==> config.mk <==
export PLATFORM = sky130hd
export DESIGN_NAME = nibble_serial_adder_ctrl
export DESIGN_NICKNAME = d
export VERILOG_FILES = /design/src/rtl/nibble_serial_adder_ctrl.sv
export SDC_FILE = /design/constraint.sdc
export NUM_CORES = 1
export LEC_CHECK = 0
export BUFFER_PORTS_ARGS = -buffer_cell sky130_fd_sc_hd__buf_2
export CORE_MARGIN = 2
export CORE_UTILIZATION = 30
export CTS_CLUSTER_SIZE = 30
export DETAILED_ROUTE_END_ITERATION = 8
export GPL_ROUTABILITY_DRIVEN = 0
export PLACE_DENSITY_LB_ADDON = 0.15
export RECOVER_POWER = 50
export REMOVE_ABC_BUFFERS = 1
export SLEW_MARGIN = 20
export SYNTH_ARGS = -nofsm -noshare
export SYNTH_HDL_FRONTEND = slang
export SYNTH_SLANG_ARGS = --single-unit
==> constraint.sdc <==
create_clock -name clk -period 2.35 [get_ports clk]
set_input_delay 0.235 -clock clk [delete_from_list [all_inputs] [get_ports clk]]
set_output_delay 0.235 -clock clk [all_outputs]
set_load 0.02 [all_outputs]
==> src/rtl/nibble_serial_adder_ctrl.sv <==
// Multi-cycle WIDTH-bit adder: one 4-bit ripple slice per clock, LS nibble first, carry registered between nibbles.
// Optional macro NIBBLE_ADD_SUB_EN adds a 'sub' input that turns the operation into a - b.
module nibble_serial_adder_ctrl #(
    parameter int WIDTH = 16
) (
    input  logic             clk,
    input  logic             rst_n,
    input  logic             in_valid,
    output logic             in_ready,
    input  logic [WIDTH-1:0] a,
    input  logic [WIDTH-1:0] b,
    input  logic             cin,
`ifdef NIBBLE_ADD_SUB_EN
    input  logic             sub,
`endif
    output logic             out_valid,
    input  logic             out_ready,
    output logic [WIDTH-1:0] sum,
    output logic             cout,
    output logic             busy
);

    localparam int N  = WIDTH / 4;
    localparam int CW = (N > 1) ? $clog2(N) : 1;

    typedef enum logic [1:0] {
        IDLE,
        RUN,
        DONE
    } state_t;

    state_t           state;
    logic [WIDTH-1:0] op_a;
    logic [WIDTH-1:0] op_b;
    logic             carry;
    logic [CW-1:0]    counter;
    logic [3:0]       slice_sum;
    logic             slice_cout;
    logic [WIDTH-1:0] b_eff;
    logic             cin_eff;

    // Four chained full adders; returns {carry_out, sum[3:0]}.
    function automatic logic [4:0] slice_add(input logic [3:0] x, input logic [3:0] y, input logic ci);
        logic [3:0] s;
        logic       c;
        c = ci;
        for (int i = 0; i < 4; i++) begin
            s[i] = x[i] ^ y[i] ^ c;
            c    = (x[i] & y[i]) | (c & (x[i] ^ y[i]));
        end
        return {c, s};
    endfunction

    always_comb begin
        {slice_cout, slice_sum} = slice_add(op_a[3:0], op_b[3:0], carry);
    end

`ifdef NIBBLE_ADD_SUB_EN
    // Subtraction as a + ~b + 1; cout then reads as "no borrow".
    assign b_eff   = sub ? ~b : b;
    assign cin_eff = sub ? 1'b1 : cin;
`else
    assign b_eff   = b;
    assign cin_eff = cin;
`endif

    always_ff @(posedge clk or negedge rst_n) begin
        if (!rst_n) begin
            state     <= IDLE;
            op_a      <= '0;
            op_b      <= '0;
            carry     <= 1'b0;
            counter   <= '0;
            sum       <= '0;
            cout      <= 1'b0;
            out_valid <= 1'b0;
            busy      <= 1'b0;
            in_ready  <= 1'b1;
        end else begin
            case (state)
                IDLE: begin
                    if (in_valid) begin
                        op_a     <= a;
                        op_b     <= b_eff;
                        carry    <= cin_eff;
                        counter  <= '0;
                        state    <= RUN;
                        in_ready <= 1'b0;
                        busy     <= 1'b1;
                    end
                end
                RUN: begin
                    sum     <= {slice_sum, sum[WIDTH-1:4]};
                    op_a    <= {4'b0000, op_a[WIDTH-1:4]};
                    op_b    <= {4'b0000, op_b[WIDTH-1:4]};
                    carry   <= slice_cout;
                    counter <= counter + CW'(1);
                    if (counter == CW'(N - 1)) begin
                        state     <= DONE;
                        cout      <= slice_cout;
                        out_valid <= 1'b1;
                    end
                end
                DONE: begin
                    // No bypass into a new accept: always pass through IDLE first.
                    if (out_ready) begin
                        state     <= IDLE;
                        out_valid <= 1'b0;
                        busy      <= 1'b0;
                        in_ready  <= 1'b1;
                    end
                end
                default: begin
                    state     <= IDLE;
                    out_valid <= 1'b0;
                    busy      <= 1'b0;
                    in_ready  <= 1'b1;
                end
            endcase
        end
    end

endmodule
==> impl_metrics.tcl <==
set metrics [dict create \
    ys_dominant_reg_cell "dfrtp_1" \
    post_drt_wl_per_cell_um 16.1 \
    yosysSeqAreaShare_pct 55.7 \
    final_nets 354 \
    cp_data_arrival_time_ns 2.41 \
    avgSynthCellArea_um2 10.1 \
    peakVddDrop_mv 0.515 \
    yosysTopAreaCell "dfrtp_1" \
    worstMarginPinSlew_ns 1.08 \
    drt_pass1_iterations 4 \
    grt_max_degree 36 \
    cts_sinks 57 \
    htree_levels 3 \
    hp-class "in2reg" \
    fin_tns_setup_ns 0 \
    synthTopCellsByCount "56 x dfrtp_1, 55 x nand2_1, 36 x o22ai_1, 20 x a21oi_1" \
    final_layout_size_suffix_gt1_share_pct 21.2 \
    antennaDiodeCount 0 \
    grt_antenna_before_repair 0 \
    setup_viol_count_final 0 \
    clock_latency_ns 0.35 \
    grt.busiest_layer "met2" \
    start_kind "flop" \
    grt.met1_usage_pct 20.7 \
    synth_seq_cells 57 \
    clock_path_buffers 2 \
    cts.root.buffer_cell "clkbuf_8" \
    dp_hpwl_mm 4.47 \
    drt-initial-drc-count 73 \
    grt_setup_unrepaired "false" \
    routed_wl_mm 6.77 \
    yosysMostFrequentCell "dfrtp_1" \
    grt_overflow 0 \
    crit_path_max_fanout 3 \
    ys_types 31 \
    async_flop_share_pct 100 \
    power_leakage_nw 1.43 \
    cp-end-kind "flop" \
    io_buffers 56 \
    cp_data_required_time_ns 2.62 \
    syn2layout_area_growth_pct 21.1 \
    postCtsResizedCells 0 \
    grt_use_total_pct 16.2 \
    period_share_pct 90.8 \
    die_h_um 96.4 \
    critPathKind "reg2reg" \
    io_pins 57 \
    layout_min_cycle_time_ns 2.13 \
    final.fill_count 875 \
    status "complete, no violations" \
    grtUsageMet2_pct 26.0 \
    fp.dieW_um 96.4 \
    start_util_pct 31.0 \
    max_freq_mhz 469 \
    syn_inst 255 \
    fin_area_um2 3110 \
    postRouteAntennaNets 0 \
    ys_warn_count 0 \
    drc 0 \
    core_area_um2 8260 \
    cts_tree "built" \
    grt_pass1_vias 2199 \
    synth-edff-count 0 \
    synthTopCellsByArea "dfrtp_1 55%, o22ai_1 8.8%, nand2_1 8.1%, a21oi_1 3.9%, fa_1 3.1%" \
    met3_usage_pct 4.50 \
    numCtsBuffers 9 \
    yosysTopAreaCellShare_pct 54.7 \
    max_slew_margin_pct 28.1 \
    dieArea_um2 9300 \
    synth_area_um2 2560 \
    powerDensity_nw_per_um2 1570 \
    viasPerCell 5.00 \
    finalMaxSlewViolations 0 \
    routed-via-count 2106 \
    placed_cell_area_um2 2930 \
    clk_pin_slew_worst_paths_ns 0.07 \
    hold_viol_final 0 \
    clock_skew_ns 0.0107 \
    grt_pass1_wl_mm 11.0 \
    row_count 33 \
    final_util_pct 37.6 \
    maxCapViolations 0 \
]
==> sequential cells by signal (all words and copies together) (netlist names) <==
name	count
busy	1
carry	1
counter	2
cout	1
in_ready	1
op_a	16
op_b	16
out_valid	1
state	2
sum	16
==> critical path, stage by stage, from the launching register on <==
cell and delay, ns:
dfrtp_1 0.36, inv_1 0.12, fa_1 0.19, inv_1 0.05, fa_1 0.37, fa_1 0.36, inv_1 0.07, fa_1 0.41
o21ai_1 0.13
==> area by class of cell <==
class	instances	area, um^2	area share [%]
sequential	57	1430	46.0
multi-input combinational	168	973	31.3
timing repair buffer	66	340	11.0
clock buffer	12	155	5.00
tap	105	131	4.23
clock inverter	3	40.0	1.29
inverter	10	37.5	1.21
==> per-stage QoR <==
| stage | worst slack [ns] | total power, mW | std cells | hold WS, ns |
|---|---|---|---|---|
| final | 0.216 | 4.87 | 421 | 0.0977 |
| after global placement | 0.251 | 3.97 | 405 | 0.217 |
| after floorplan | 0.319 | 3.22 | 235 | -0.0606 |
| after global routing | 0.0657 | 5.29 | 421 | 0.0948 |
| after CTS | 0.193 | 4.97 | 421 | 0.0828 |
| after detailed placement | 0.214 | 4.02 | 405 | 0.211 |
==> cell families (layout without fill, tap and decap cells) <==
family / after synthesis / count (layout) / synth area share (%)
simple gates: 72 / 72 / 12.4
compound gates: 91 / 91 / 22.0
flops: 57 / 57 / 55.7
buf+inv: 30 / 91 / 6.34
fa+ha+maj: 5 / 5 / 3.61
==> timing repair <==
| action | in CTS | in global routing |
|---|---|---|
| hold buffers | 1 | 0 |
| endpoints found under the hold margin | 19 | 0 |
| setup buffers | 0 | 0 |
==> layout by cell type, fill, tap and decap left out, types with 2 or more instances in the layout <==
| master | n |
|---|---|
| dfrtp_1 | 56 |
| nand2_1 | 55 |
| o22ai_1 | 36 |
| buf_2 | 36 |
| clkbuf_1 | 21 |
| a21oi_1 | 20 |
| o21ai_1 | 11 |
| o21ai_0 | 11 |
| clkbuf_8 | 11 |
| inv_1 | 8 |
| buf_4 | 6 |
| nand3b_1 | 5 |
| nor2_1 | 4 |
| o221a_1 | 4 |
| a2bb2oi_1 | 4 |
| fa_1 | 4 |
| inv_2 | 2 |
| nand2b_1 | 2 |
| clkinv_2 | 2 |
| clkbuf_2 | 2 |
==> final timing paths <==
path,start,to,slack (ns),cells past startpoint
worst max register to register,carry,sum[15],0.22,8
max in group asynchronous,rst_n,op_a[7],0.57,3
worst min-delay path,out_ready,state[1],0.1,2
worst min register to register,sum[1],sum[1],0.47,2
worst max-delay path,carry,sum[15],0.22,8
min in group asynchronous,rst_n,sum[3],0.61,2
==> power by group <==
part	switching, mW	internal, mW
clock network	0.390	0.538
logic	1.30	0.815
registers	0.359	1.47
total	2.05	2.82
==> layer usage <==
metal	vias up	part of all wire, %
li1	1019	-
met1	1019	46
met2	57	47
met3	11	4.9
met4	0	1.5
met5	-	0
(Power assumes the default switching activity.)
